$ cat src/rtl/fetch_unit_pkg.sv
// Shared constants and types for the fetch stage.
// Latency: n/a (declarations only).
// Backpressure: n/a.
//   RESET_PC_DEF : default reset PC
//   NOP_INSTR    : encoding loaded into IF/ID for a bubble
//   PC_INC       : sequential fetch increment
//   fetch_entry_t: prefetch queue entry {fetch pc, instruction word}
package fetch_unit_pkg;

   localparam logic [31:0] RESET_PC_DEF = 32'h0000_0000;
   localparam logic [31:0] NOP_INSTR    = 32'h0000_0000;
   localparam logic [31:0] PC_INC       = 32'd4;

   typedef struct packed {
      logic [31:0] pc;
      logic [31:0] instr;
   } fetch_entry_t;

   // 32-bit modulo add; a PC of 32'hFFFF_FFFC plus 4 wraps to 0.
   function automatic logic [31:0] pc_plus(input logic [31:0] pc, input logic [31:0] n);
      return pc + n;
   endfunction

endpackage

$ cat src/rtl/fetch_unit_if.sv
// Instruction-memory request/response bundle between fetch and imem.
// Latency: variable; the response for the oldest request arrives on imem_ack.
// Backpressure: none on the response path; the fetch side only issues when it can absorb the data.
//   imem_req   : fetch -> mem, request valid (address accepted on the clock edge)
//   imem_addr  : fetch -> mem, word-aligned fetch address
//   imem_ack   : mem -> fetch, read data valid this cycle
//   imem_rdata : mem -> fetch, instruction word
interface fetch_unit_if;
   logic        imem_req;
   logic [31:0] imem_addr;
   logic        imem_ack;
   logic [31:0] imem_rdata;

   modport master (output imem_req, output imem_addr, input imem_ack, input imem_rdata);
   modport slave  (input imem_req, input imem_addr, output imem_ack, output imem_rdata);
endinterface

$ cat src/rtl/fetch_unit_fetch_queue.sv
// Prefetch queue: DEPTH-entry FIFO of {pc, instr} between imem responses and IF/ID.
// Latency: a pushed entry is visible at head_dat the cycle after the push.
// Backpressure: full is raised at DEPTH entries; pushes while full and pops while empty are ignored.
//   clk, reset          : clock, async active-high reset
//   push/push_dat       : write an entry
//   pop                 : drop the head entry
//   clear               : flush all entries (wins over push and pop)
//   head_dat/full/empty/count : queue state
module fetch_queue
   import fetch_unit_pkg::*;
#(
   parameter int DEPTH = 2
) (
   input  logic                     clk,
   input  logic                     reset,
   input  logic                     push,
   input  fetch_entry_t             push_dat,
   input  logic                     pop,
   input  logic                     clear,
   output fetch_entry_t             head_dat,
   output logic                     full,
   output logic                     empty,
   output logic [$clog2(DEPTH):0]   count
);

   localparam int AW = $clog2(DEPTH);
   localparam int CW = AW + 1;

   fetch_entry_t   mem_q [DEPTH];
   logic [AW-1:0]  wr_ptr_q;
   logic [AW-1:0]  rd_ptr_q;
   logic [CW-1:0]  count_q;
   logic           push_ok;
   logic           pop_ok;

   assign push_ok = push & ~full & ~clear;
   assign pop_ok  = pop & ~empty & ~clear;

   // DEPTH is a power of two, so the pointers wrap by natural overflow.
   always_ff @(posedge clk or posedge reset) begin
      if (reset) begin
         wr_ptr_q <= '0;
         rd_ptr_q <= '0;
         count_q  <= '0;
      end else if (clear) begin
         wr_ptr_q <= '0;
         rd_ptr_q <= '0;
         count_q  <= '0;
      end else begin
         if (push_ok) wr_ptr_q <= wr_ptr_q + 1'b1;
         if (pop_ok)  rd_ptr_q <= rd_ptr_q + 1'b1;
         case ({push_ok, pop_ok})
            2'b10:   count_q <= count_q + 1'b1;
            2'b01:   count_q <= count_q - 1'b1;
            default: count_q <= count_q;
         endcase
      end
   end

   // Storage needs no reset: entries are only read while count says they are valid.
   always_ff @(posedge clk) begin
      if (push_ok) mem_q[wr_ptr_q] <= push_dat;
   end

   assign head_dat = mem_q[rd_ptr_q];
   assign full     = (count_q == DEPTH[CW-1:0]);
   assign empty    = (count_q == '0);
   assign count    = count_q;

endmodule

$ cat src/rtl/fetch_unit.sv
// Fetch stage + IF/ID register: owns the PC, fetches through a prefetch queue, redirects on branch/PC write.
// Latency: with a one-cycle memory, an instruction reaches IF/ID two edges after its request is issued.
// Backpressure: StallF/PCWrPendingF/full queue hold off requests; StallD holds IF/ID; redirect overrides both.
//   clk, reset                     : clock, async active-high reset
//   imem (master)                  : instruction-memory request/response
//   StallF, StallD, FlushD         : hazard-unit controls
//   PCWrPendingF                   : PC write in flight, suppress requests
//   BranchTakenD/BranchTargetD     : early branch redirect
//   PCSrcW/ResultW                 : writeback PC redirect (higher priority)
//   InstrD, PCPlus8D, ValidD       : IF/ID register contents
//   FetchStallF                    : decode would take a bubble (queue empty, decode not stalled)
module fetch_unit
   import fetch_unit_pkg::*;
#(
   parameter logic [31:0] RESET_PC = RESET_PC_DEF,
   parameter int          DEPTH    = 2
) (
   input  logic                clk,
   input  logic                reset,
   fetch_unit_if.master        imem,
   input  logic                StallF,
   input  logic                StallD,
   input  logic                FlushD,
   input  logic                PCWrPendingF,
   input  logic                BranchTakenD,
   input  logic [31:0]         BranchTargetD,
   input  logic                PCSrcW,
   input  logic [31:0]         ResultW,
   output logic [31:0]         InstrD,
   output logic [31:0]         PCPlus8D,
   output logic                ValidD,
   output logic                FetchStallF
);

   localparam int          CW      = $clog2(DEPTH) + 1;
   localparam logic [CW:0] DEPTH_W = DEPTH[CW:0];

   logic [31:0]   pc_q, pc_d;
   logic [31:0]   tag_q, tag_d;
   logic          out_q, out_d;
   logic          drop_q, drop_d;
   logic [31:0]   instr_q, instr_d;
   logic [31:0]   pcp8_q, pcp8_d;
   logic          valid_q, valid_d;

   logic          redirect;
   logic [31:0]   target;
   logic [CW:0]   inflight;
   logic          issue;
   logic          ack_live;
   logic          id_take;
   logic          bypass;
   logic          q_push;
   logic          q_pop;
   fetch_entry_t  q_in;
   fetch_entry_t  q_head;
   logic          q_full;
   logic          q_empty;
   logic [CW-1:0] q_count;

   assign redirect = PCSrcW | BranchTakenD;
   assign target   = PCSrcW ? ResultW : BranchTargetD;

   // Only one request may be in flight, and it must have a queue slot reserved.
   assign inflight = {1'b0, q_count} + {{CW{1'b0}}, out_q};
   assign issue    = ~reset & ~StallF & ~PCWrPendingF & ~redirect & ~out_q & ~q_full
                     & (inflight < DEPTH_W);

   assign imem.imem_req  = issue;
   assign imem.imem_addr = pc_q;

   // A response is kept only when it answers a live (not dropped) request.
   assign ack_live = imem.imem_ack & out_q & ~drop_q;
   assign id_take  = ~redirect & ~FlushD & ~StallD;
   // Empty queue and a consumer ready: send the response straight into IF/ID.
   assign bypass   = id_take & q_empty & ack_live;
   assign q_in     = '{pc: tag_q, instr: imem.imem_rdata};
   assign q_push   = ack_live & ~bypass;
   assign q_pop    = id_take & ~q_empty;

   fetch_queue #(.DEPTH(DEPTH)) u_queue (
      .clk      (clk),
      .reset    (reset),
      .push     (q_push),
      .push_dat (q_in),
      .pop      (q_pop),
      .clear    (redirect),
      .head_dat (q_head),
      .full     (q_full),
      .empty    (q_empty),
      .count    (q_count)
   );

   assign FetchStallF = ~StallD & q_empty;

   // PC, outstanding-request and drop tracking.
   always_comb begin
      pc_d   = pc_q;
      tag_d  = tag_q;
      out_d  = out_q;
      drop_d = drop_q;

      if (redirect) begin
         pc_d = target;
      end else if (issue) begin
         pc_d  = pc_plus(pc_q, PC_INC);
         tag_d = pc_q;
      end

      if (issue)                         out_d = 1'b1;
      else if (imem.imem_ack & out_q)    out_d = 1'b0;

      // An ack retires the request whether it was kept or discarded; a redirect
      // with the request still pending marks its data as stale.
      if (imem.imem_ack & out_q)         drop_d = 1'b0;
      else if (redirect & out_q)         drop_d = 1'b1;
   end

   // IF/ID register.
   always_comb begin
      instr_d = instr_q;
      pcp8_d  = pcp8_q;
      valid_d = valid_q;

      if (redirect | FlushD) begin
         instr_d = NOP_INSTR;
         pcp8_d  = '0;
         valid_d = 1'b0;
      end else if (StallD) begin
         instr_d = instr_q;
      end else if (~q_empty) begin
         instr_d = q_head.instr;
         pcp8_d  = pc_plus(q_head.pc, 2 * PC_INC);
         valid_d = 1'b1;
      end else if (bypass) begin
         instr_d = imem.imem_rdata;
         pcp8_d  = pc_plus(tag_q, 2 * PC_INC);
         valid_d = 1'b1;
      end else begin
         instr_d = NOP_INSTR;
         pcp8_d  = '0;
         valid_d = 1'b0;
      end
   end

   always_ff @(posedge clk or posedge reset) begin
      if (reset) begin
         pc_q    <= RESET_PC;
         tag_q   <= '0;
         out_q   <= 1'b0;
         drop_q  <= 1'b0;
         instr_q <= NOP_INSTR;
         pcp8_q  <= '0;
         valid_q <= 1'b0;
      end else begin
         pc_q    <= pc_d;
         tag_q   <= tag_d;
         out_q   <= out_d;
         drop_q  <= drop_d;
         instr_q <= instr_d;
         pcp8_q  <= pcp8_d;
         valid_q <= valid_d;
      end
   end

   assign InstrD   = instr_q;
   assign PCPlus8D = pcp8_q;
   assign ValidD   = valid_q;

endmodule

$ cat src/flat_wrapper.sv
// flat-port wrapper written by rule: the top's interface ports become plain ports
module fetch_unit_flat import fetch_unit_pkg::*;
#(
   parameter logic [31:0] RESET_PC = RESET_PC_DEF,
   parameter int          DEPTH    = 2
)
  (clk, reset, StallF, StallD, FlushD, PCWrPendingF, BranchTakenD, BranchTargetD, PCSrcW, ResultW, InstrD, PCPlus8D, ValidD, FetchStallF, imem_imem_req, imem_imem_addr, imem_imem_ack, imem_imem_rdata);
  fetch_unit_if imem_i ();
  input  logic clk;
  input  logic reset;
  input  logic StallF;
  input  logic StallD;
  input  logic FlushD;
  input  logic PCWrPendingF;
  input  logic BranchTakenD;
  input  logic [31:0] BranchTargetD;
  input  logic PCSrcW;
  input  logic [31:0] ResultW;
  output logic [31:0] InstrD;
  output logic [31:0] PCPlus8D;
  output logic ValidD;
  output logic FetchStallF;
  output wire logic [$bits(imem_i.imem_req)-1:0] imem_imem_req;
  output wire logic [$bits(imem_i.imem_addr)-1:0] imem_imem_addr;
  input wire logic [$bits(imem_i.imem_ack)-1:0] imem_imem_ack;
  input wire logic [$bits(imem_i.imem_rdata)-1:0] imem_imem_rdata;
  assign imem_imem_req = imem_i.imem_req;
  assign imem_imem_addr = imem_i.imem_addr;
  assign imem_i.imem_ack = imem_imem_ack;
  assign imem_i.imem_rdata = imem_imem_rdata;
  fetch_unit #(.RESET_PC(RESET_PC), .DEPTH(DEPTH)) u_core (.clk(clk), .reset(reset), .imem(imem_i), .StallF(StallF), .StallD(StallD), .FlushD(FlushD), .PCWrPendingF(PCWrPendingF), .BranchTakenD(BranchTakenD), .BranchTargetD(BranchTargetD), .PCSrcW(PCSrcW), .ResultW(ResultW), .InstrD(InstrD), .PCPlus8D(PCPlus8D), .ValidD(ValidD), .FetchStallF(FetchStallF));
endmodule
$ cat config.mk
export PLATFORM = sky130hd
export DESIGN_NAME = fetch_unit_flat
export DESIGN_NICKNAME = d
export VERILOG_FILES = /design/src/rtl/fetch_unit_pkg.sv /design/src/rtl/fetch_unit_if.sv /design/src/rtl/fetch_unit_fetch_queue.sv /design/src/rtl/fetch_unit.sv /design/src/flat_wrapper.sv
export SDC_FILE = /design/constraint.sdc
export NUM_CORES = 1
export LEC_CHECK = 0
export ABC_AREA = 0
export ABC_CLOCK_PERIOD_IN_PS = 5200
export CAP_MARGIN = 20
export CELL_PAD_IN_SITES_DETAIL_PLACEMENT = 2
export CELL_PAD_IN_SITES_GLOBAL_PLACEMENT = 2
export CORE_MARGIN = 2
export CORE_UTILIZATION = 37
export CTS_BUF_LIST = sky130_fd_sc_hd__clkbuf_8
export DETAILED_ROUTE_END_ITERATION = 12
export PLACE_DENSITY = 0.93
export SKIP_LAST_GASP = 1
export SLEW_MARGIN = 40
export SYNTH_ARGS = -nofsm -noshare
export SYNTH_HDL_FRONTEND = slang
export SYNTH_SLANG_ARGS = --single-unit
$ cat constraint.sdc
create_clock -name clk -period 5.2 [get_ports clk]
set_input_delay 0.78 -clock clk [delete_from_list [all_inputs] [get_ports clk]]
set_output_delay 0.78 -clock clk [all_outputs]
set_load 0.05 [all_outputs]
==> flow_summary.json, run 1 <==
{
  "drive_gt1_share_pct": 11.52,
  "timing_worst_setup_path_type": "primary input to flop",
  "cts_max_path_buffers": 3,
  "cts-root-buf": "clkbuf_8",
  "slew_headroom_pct": 47.70,
  "p_int_mw": 3.752,
  "pre_cts_ws_ns": 0.9631,
  "wire_per_inst_um": 26.57,
  "place_hpwl_um": 29510,
  "chipHeight_um": 184.9,
  "placedCellCount": 1613,
  "drv_cap": 0,
  "hold_end": "u_core.PCPlus8D[14]",
  "antenna_found_initial": 1,
  "path_clk_slew_ns": 0.06,
  "finalNonFillerCells": 1702,
  "synthTopCellsByArea": "edfxtp_1 (32%), dfrtp_1 (28%), mux2i_1 (6.0%), mux2_2 (3.2%), o21ai_0 (3.1%)",
  "p_per_area_nw_per_um2": 332.4,
  "synth_cells": 1003,
  "holdBufCountCts": 0,
  "cp-startpoint": "BranchTakenD",
  "grt_pass1_wl_um": 69480,
  "synth_ff_type": "dfrtp_1",
  "num_rows": 66,
  "tightest_slew_ns": 0.7785,
  "finalNetCount": 1331,
  "ant_nets": 0,
  "vias_per_cell": 5.732,
  "area_delta_synth_final_pct": 29.59,
  "drtIter0Drc": 650,
  "fp.dieArea_um2": 34180,
  "via_count": 9756,
  "layout_commonest_cell": "clkdlybuf4s50_1",
  "ir_worst_vdd_v": 0.0001786,
  "core_um2": 32370,
  "r2r_slack_ns": 1.82,
  "hold_viol": 0,
  "seqPwrFrac_pct": 48.8,
  "outcome": "finished clean",
  "cts_tree": "done",
  "final_cell_mix": "clkdlybuf4s50_1 (202), dfrtp_1 (134), edfxtp_1 (128)",
  "post_cts.repair.setup_buffers": 0,
  "clock_latency_ns": 0.57,
  "ctsResizeCount": 0,
  "rsz0062_at_grt": "no",
  "synth.distinct_cells": 61,
  "swShare_pct": 28.05,
  "drtPass1Iterations": 4,
  "fmaxAchievable_ghz": 0.2784,
  "reg2reg_to": "u_core.PCPlus8D[31]",
  "r2r_start": "u_core.u_queue.rd_ptr_q",
  "wl_um": 45220,
  "grt_pass1_vias": 11110,
  "gp_congestion": 0.8308,
  "setup_viol": 0,
  "combPwrFrac_pct": 10.9,
  "cp_slowest_cell": "clkinv_1",
  "synth_top_area_share_pct": 31.75,
  "start_util_pct": 37.40,
  "ys_ff_latch": 263,
  "min_path_type": "flop to flop",
  "power.switching_mw": 1.463,
  "layout_setup_ws_ns": 1.609,
  "grt_overflow": 0,
  "postSynthAreaPerCell_um2": 12.07,
  "synth_top_cell_by_area": "edfxtp_1",
  "die_w_um": 184.9,
  "startpoint_type": "primary input",
  "synth_area_um2": 12110,
  "htreeDepth": 2,
  "grt_max_degree": 73,
  "ys_seq_area_share_pct": 59.66,
  "cp.required_ns": 5.69,
  "route.detailed.drc": 0,
  "period_share_pct": 69.06,
  "ys.warnings.count": 0,
  "tns_ns": 0,
  "cts.sinks": 263,
  "reg2reg_depth": 7,
  "p_leak_nw": 5.728,
  "io_buffer_count": 203,
  "slew_violations": 0,
  "ios": 204,
  "groute.usage.overall_pct": 26.81,
  "crit_chain": "clkdlybuf4s50_1, buf_4, or2_2, nor3_1, nand2_1, clkinv_1, ha_1, xnor2_1, or3_1, a21oi_1",
  "clockPowerShare_pct": 40.3,
  "synth_edf_count": 128,
  "syn_nets": 1112,
  "holdCritStartpoint": "u_core.PCPlus8D[14]",
  "endpoint_kind": "flop",
  "period_needed_ns": 3.591,
  "worst-path-max-fanout": 36,
  "cts_made_buffers": 47,
  "skew_ns": 0.02210,
  "ys_async_sr_fraction_pct": 51.33,
  "cpPeakStageDelay_ns": 0.55,
  "holdPathStages": 2,
  "cp.arrival_ns": 4.08,
  "holdWs_ns": 0.4834
}
==> worst max-delay path: cells and delay by family <==
kind | cells | cell delay, ns
and+or+nand+nor | 4 | 1.12
adders and majority gates | 1 | 0.47
xor gates and xnor gates | 1 | 0.16
buffers and inverters | 3 | 1.38
AOI/OAI and AO/OA | 1 | 0.15
==> cells in the mapped netlist, types with 5 or more instances <==
library cell  count
o221ai_1          6
nand3_1          25
a211oi_1          5
nor2b_1           5
a221oi_1          9
mux2i_1          72
o21ai_0          74
and3_1           10
inv_1            16
nor4_1            8
xor2_1           39
nand2_1          80
edfxtp_1        128
nand3b_1          7
xnor2_1          37
nor2_1           42
dfrtp_1         135
a22oi_1          49
nand4b_1          7
clkbuf_1         30
nor3_1           17
nand4_1          26
buf_2            18
mux2_2           34
a21oi_1          50
or2_2             5
o22ai_1           7
==> kinds of logic (layout without fill, tap and decap cells) <==
logic type	count (synthesis)	in the layout	share of synthesized area (%)
compound gates	227	227	11.65
xor+xnor	76	76	5.499
fa+ha+maj	4	4	0.4135
buf+inv	69	325	2.419
flops	263	263	59.66
mux	106	106	9.116
other cells	0	1	0
simple gates	258	258	11.25
==> routing by layer <==
metal,share of wire (%),global-route usage (%),wire length [um]
met3,6.3,5.997,2854
met2,49,45.32,22280
met5,0,0,0
met1,41,33.35,18660
met4,3.2,10.70,1430
==> area by class of cell <==
cell class	instances	area, um^2
fillers	3190	16680
flip-flops and latches	263	7226
multi-input cells	671	4628
repair buffers	221	2196
clock buffers	57	784.5
well taps	442	553.0
clock inverters	29	225.2
inverters	18	72.57
diodes	1	2.502
==> per-stage QoR <==
stage	cell area, um^2	util (%)	power (mW)
2_1_floorplan	12110	-	2.783
3_3_place_gp	14620	45.16	3.048
3_5_place_dp	14660	45.27	3.110
4_1_cts	15670	48.39	5.252
5_1_grt	15690	48.46	5.398
6_report	15690	48.46	5.214
==> worst max path at each step <==
stage                                        to  cells past startpoint  slack (ns)
floorplan            u_core.u_queue.mem_q[0][0]                      8        0.15
global placement     u_core.u_queue.mem_q[0][8]                      9        1.24
detailed placement  u_core.u_queue.mem_q[0][14]                      9        0.96
CTS                 u_core.u_queue.mem_q[0][52]                      9        1.57
global route            u_core.u_queue.count[1]                     10        1.41
finish                  u_core.u_queue.count[1]                     10        1.61
==> power by group through the flow <==
stage / sequential, mW / clock, mW / combinational (mW)
floorplan: 2.56 / 0 / 0.225
global placement: 2.53 / 0 / 0.516
detailed placement: 2.56 / 0 / 0.547
CTS: 2.54 / 2.15 / 0.568
global route: 2.56 / 2.24 / 0.606
finish: 2.54 / 2.10 / 0.567
==> registers in the layout, summed over array words and instances, names as in the netlist <==
name,cells
u_core.InstrD,32
u_core.PCPlus8D,32
u_core.ValidD,1
u_core.drop_q,1
u_core.imem.imem_addr,32
u_core.out_q,1
u_core.tag_q,32
u_core.u_queue.count,2
u_core.u_queue.mem_q,128
u_core.u_queue.rd_ptr_q,1
u_core.u_queue.wr_ptr_q,1
(Power assumes the default switching activity.)
==> run 2: changes to the inputs <==
--- a/config.mk
+++ b/config.mk
@@ -6,7 +6,7 @@
 export NUM_CORES = 1
 export LEC_CHECK = 0
 export ABC_AREA = 0
-export ABC_CLOCK_PERIOD_IN_PS = 5200
+export ABC_CLOCK_PERIOD_IN_PS = 3700
 export CAP_MARGIN = 20
 export CELL_PAD_IN_SITES_DETAIL_PLACEMENT = 2
 export CELL_PAD_IN_SITES_GLOBAL_PLACEMENT = 2
==> constraint.sdc (replaced) <==
create_clock -name clk -period 3.7 [get_ports clk]
set_input_delay 0.555 -clock clk [delete_from_list [all_inputs] [get_ports clk]]
set_output_delay 0.555 -clock clk [all_outputs]
set_load 0.05 [all_outputs]
==> flow_summary.json, run 2 (synthesis results as in run 1) <==
{
  "p_leak_nw": 5.708,
  "p_int_mw": 4.935,
  "num-fill-cells": 3236,
  "period_share_pct": 88.44,
  "cts_made_buffers": 46,
  "cts.sinks": 263,
  "wl_um": 44720,
  "final_cell_mix": "clkdlybuf4s50_1 (202), dfrtp_1 (134), edfxtp_1 (128)",
  "ant_nets": 0,
  "drive_gt1_share_pct": 11.30,
  "route.detailed.drc": 0,
  "finalNetCount": 1337,
  "cp_slowest_cell": "dfrtp_4",
  "crit_buf_inv": 1,
  "cp.required_ns": 4.15,
  "n_antenna_cell": 0,
  "swShare_pct": 29.05,
  "vias_per_cell": 5.712,
  "start_util_pct": 37.40,
  "skew_ns": 0.02988,
  "finalNonFillerCells": 1707,
  "outcome": "finished clean",
  "htreeDepth": 2,
  "seqPwrFrac_pct": 51.3,
  "grt_pass1_wl_um": 68210,
  "gp_congestion": 0.8462,
  "holdBufCountCts": 0,
  "layout_commonest_cell": "clkdlybuf4s50_1",
  "clock_latency_ns": 0.59,
  "slew_headroom_pct": 53.94,
  "hold_viol": 0,
  "slew_violations": 0,
  "period_needed_ns": 3.272,
  "groute.usage.overall_pct": 26.56,
  "startpoint_type": "flop",
  "die_w_um": 184.9,
  "worst-path-max-fanout": 40,
  "placedCellCount": 1622,
  "timing_worst_setup_path_type": "flop to flop",
  "antenna_found_initial": 0,
  "reg2reg_depth": 7,
  "power_mw": 6.956,
  "tightest_slew_ns": 0.6846,
  "io_buffer_count": 203,
  "p_per_area_nw_per_um2": 444.5,
  "path_clk_slew_ns": 0.06,
  "endpoint_kind": "flop",
  "num_rows": 66,
  "core_um2": 32370,
  "fp.dieArea_um2": 34180,
  "rsz0062_at_grt": "no",
  "combPwrFrac_pct": 11.7,
  "area_delta_synth_final_pct": 29.28,
  "place_hpwl_um": 29640,
  "post_cts.repair.setup_buffers": 0,
  "grt_overflow": 0,
  "cts_max_path_buffers": 3,
  "wire_per_inst_um": 26.20,
  "drtIter0Drc": 743,
  "via_count": 9751,
  "critPathTopFamily": "compound AO/OA/AOI/OAI gates",
  "ctsResizeCount": 0,
  "grt_pass1_vias": 10880,
  "setup_viol": 0,
  "grt_max_degree": 69,
  "fmaxAchievable_ghz": 0.3056,
  "largest_reg_flops": 128,
  "cpPeakStageDelay_ns": 0.78,
  "drv_cap": 0,
  "power.switching_mw": 2.021,
  "ios": 204,
  "pre_cts_ws_ns": 0.4036,
  "min_path_type": "primary input to async pin",
  "drtPass1Iterations": 5,
  "cts_tree": "done",
  "clockPowerShare_pct": 37.1,
  "chipHeight_um": 184.9,
  "ir_worst_vdd_v": 0.0002249,
  "cts-root-buf": "clkbuf_8",
  "layout_setup_ws_ns": 0.4277,
  "final_util_pct": 48.35,
  "crit_chain": "buf_4, mux2i_1, a211oi_1, nand2_1, nor4b_2, xnor2_1, a221o_1",
  "cp.arrival_ns": 3.73,
  "cp_num_cells": 7,
  "regMostFlops": "u_core.u_queue.mem_q",
  "holdWs_ns": 0.4394
}
[run 2: cell count changes in the layout (fill, tap and decap cells not counted), moves of 4 or more]
cell	previous run	this run
buf_4	12	20
clkinv_2	9	3
bufinv_16	4	0
clkinvlp_4	0	4
buf_12	2	6
inv_1	30	35
[run 2: worst paths after layout]
kind | end | startpoint | slack [ns]
setup reg to reg | u_core.PCPlus8D[31] | u_core.u_queue.rd_ptr_q | 0.43
min in group clk | u_core.PCPlus8D[8] | u_core.PCPlus8D[8] | 0.49
hold / removal | u_core.tag_q[16] | reset | 0.44
max in group asynchronous | u_core.InstrD[6] | reset | 2.60
setup / recovery | u_core.PCPlus8D[31] | u_core.u_queue.rd_ptr_q | 0.43
hold reg to reg | u_core.PCPlus8D[8] | u_core.PCPlus8D[8] | 0.49
[run 2: layout make-up]
| cell class | count | area, um^2 | share of cell area (%) |
|---|---|---|---|
| clock buffers | 54 | 743.2 | 4.749 |
| flip-flops and latches | 263 | 7226 | 46.17 |
| clock inverters | 31 | 136.4 | 0.8714 |
| well taps | 442 | 553.0 | 3.534 |
| repair buffers | 228 | 2292 | 14.65 |
| inverters | 18 | 71.32 | 0.4557 |
| multi-input cells | 671 | 4628 | 29.57 |
[run 2: tightest hold or removal path: stages]
cell and delay, ns:
clkdlybuf4s50_1 0.45, clkinvlp_4 0.13, buf_4 0.27
[run 2: power groups by stage]
stage | clock network (mW) | logic [mW] | registers [mW]
floorplan | 0 | 0.316 | 3.60
global placement | 0 | 0.741 | 3.55
detailed placement | 0 | 0.787 | 3.60
CTS | 2.63 | 0.815 | 3.55
global route | 2.77 | 0.864 | 3.58
finish | 2.58 | 0.812 | 3.57
[run 2: per-stage QoR]
step | setup TNS, ns | cell area, um^2
3_3_place_gp | 0 | 14760
3_5_place_dp | 0 | 14760
2_1_floorplan | -7.405 | 12110
5_1_grt | 0 | 15650
6_report | 0 | 15650
4_1_cts | 0 | 15640
[run 2: routing by layer]
layer,wire length [um],part of all wire [%],GRT usage [%],vias up
met3,2875,6.4,5.781,93
met5,0,0,0,-
met4,1348,3.0,9.302,0
met2,22310,50,46.29,402
li1,-,-,-,4213
met1,18190,41,32.47,5043
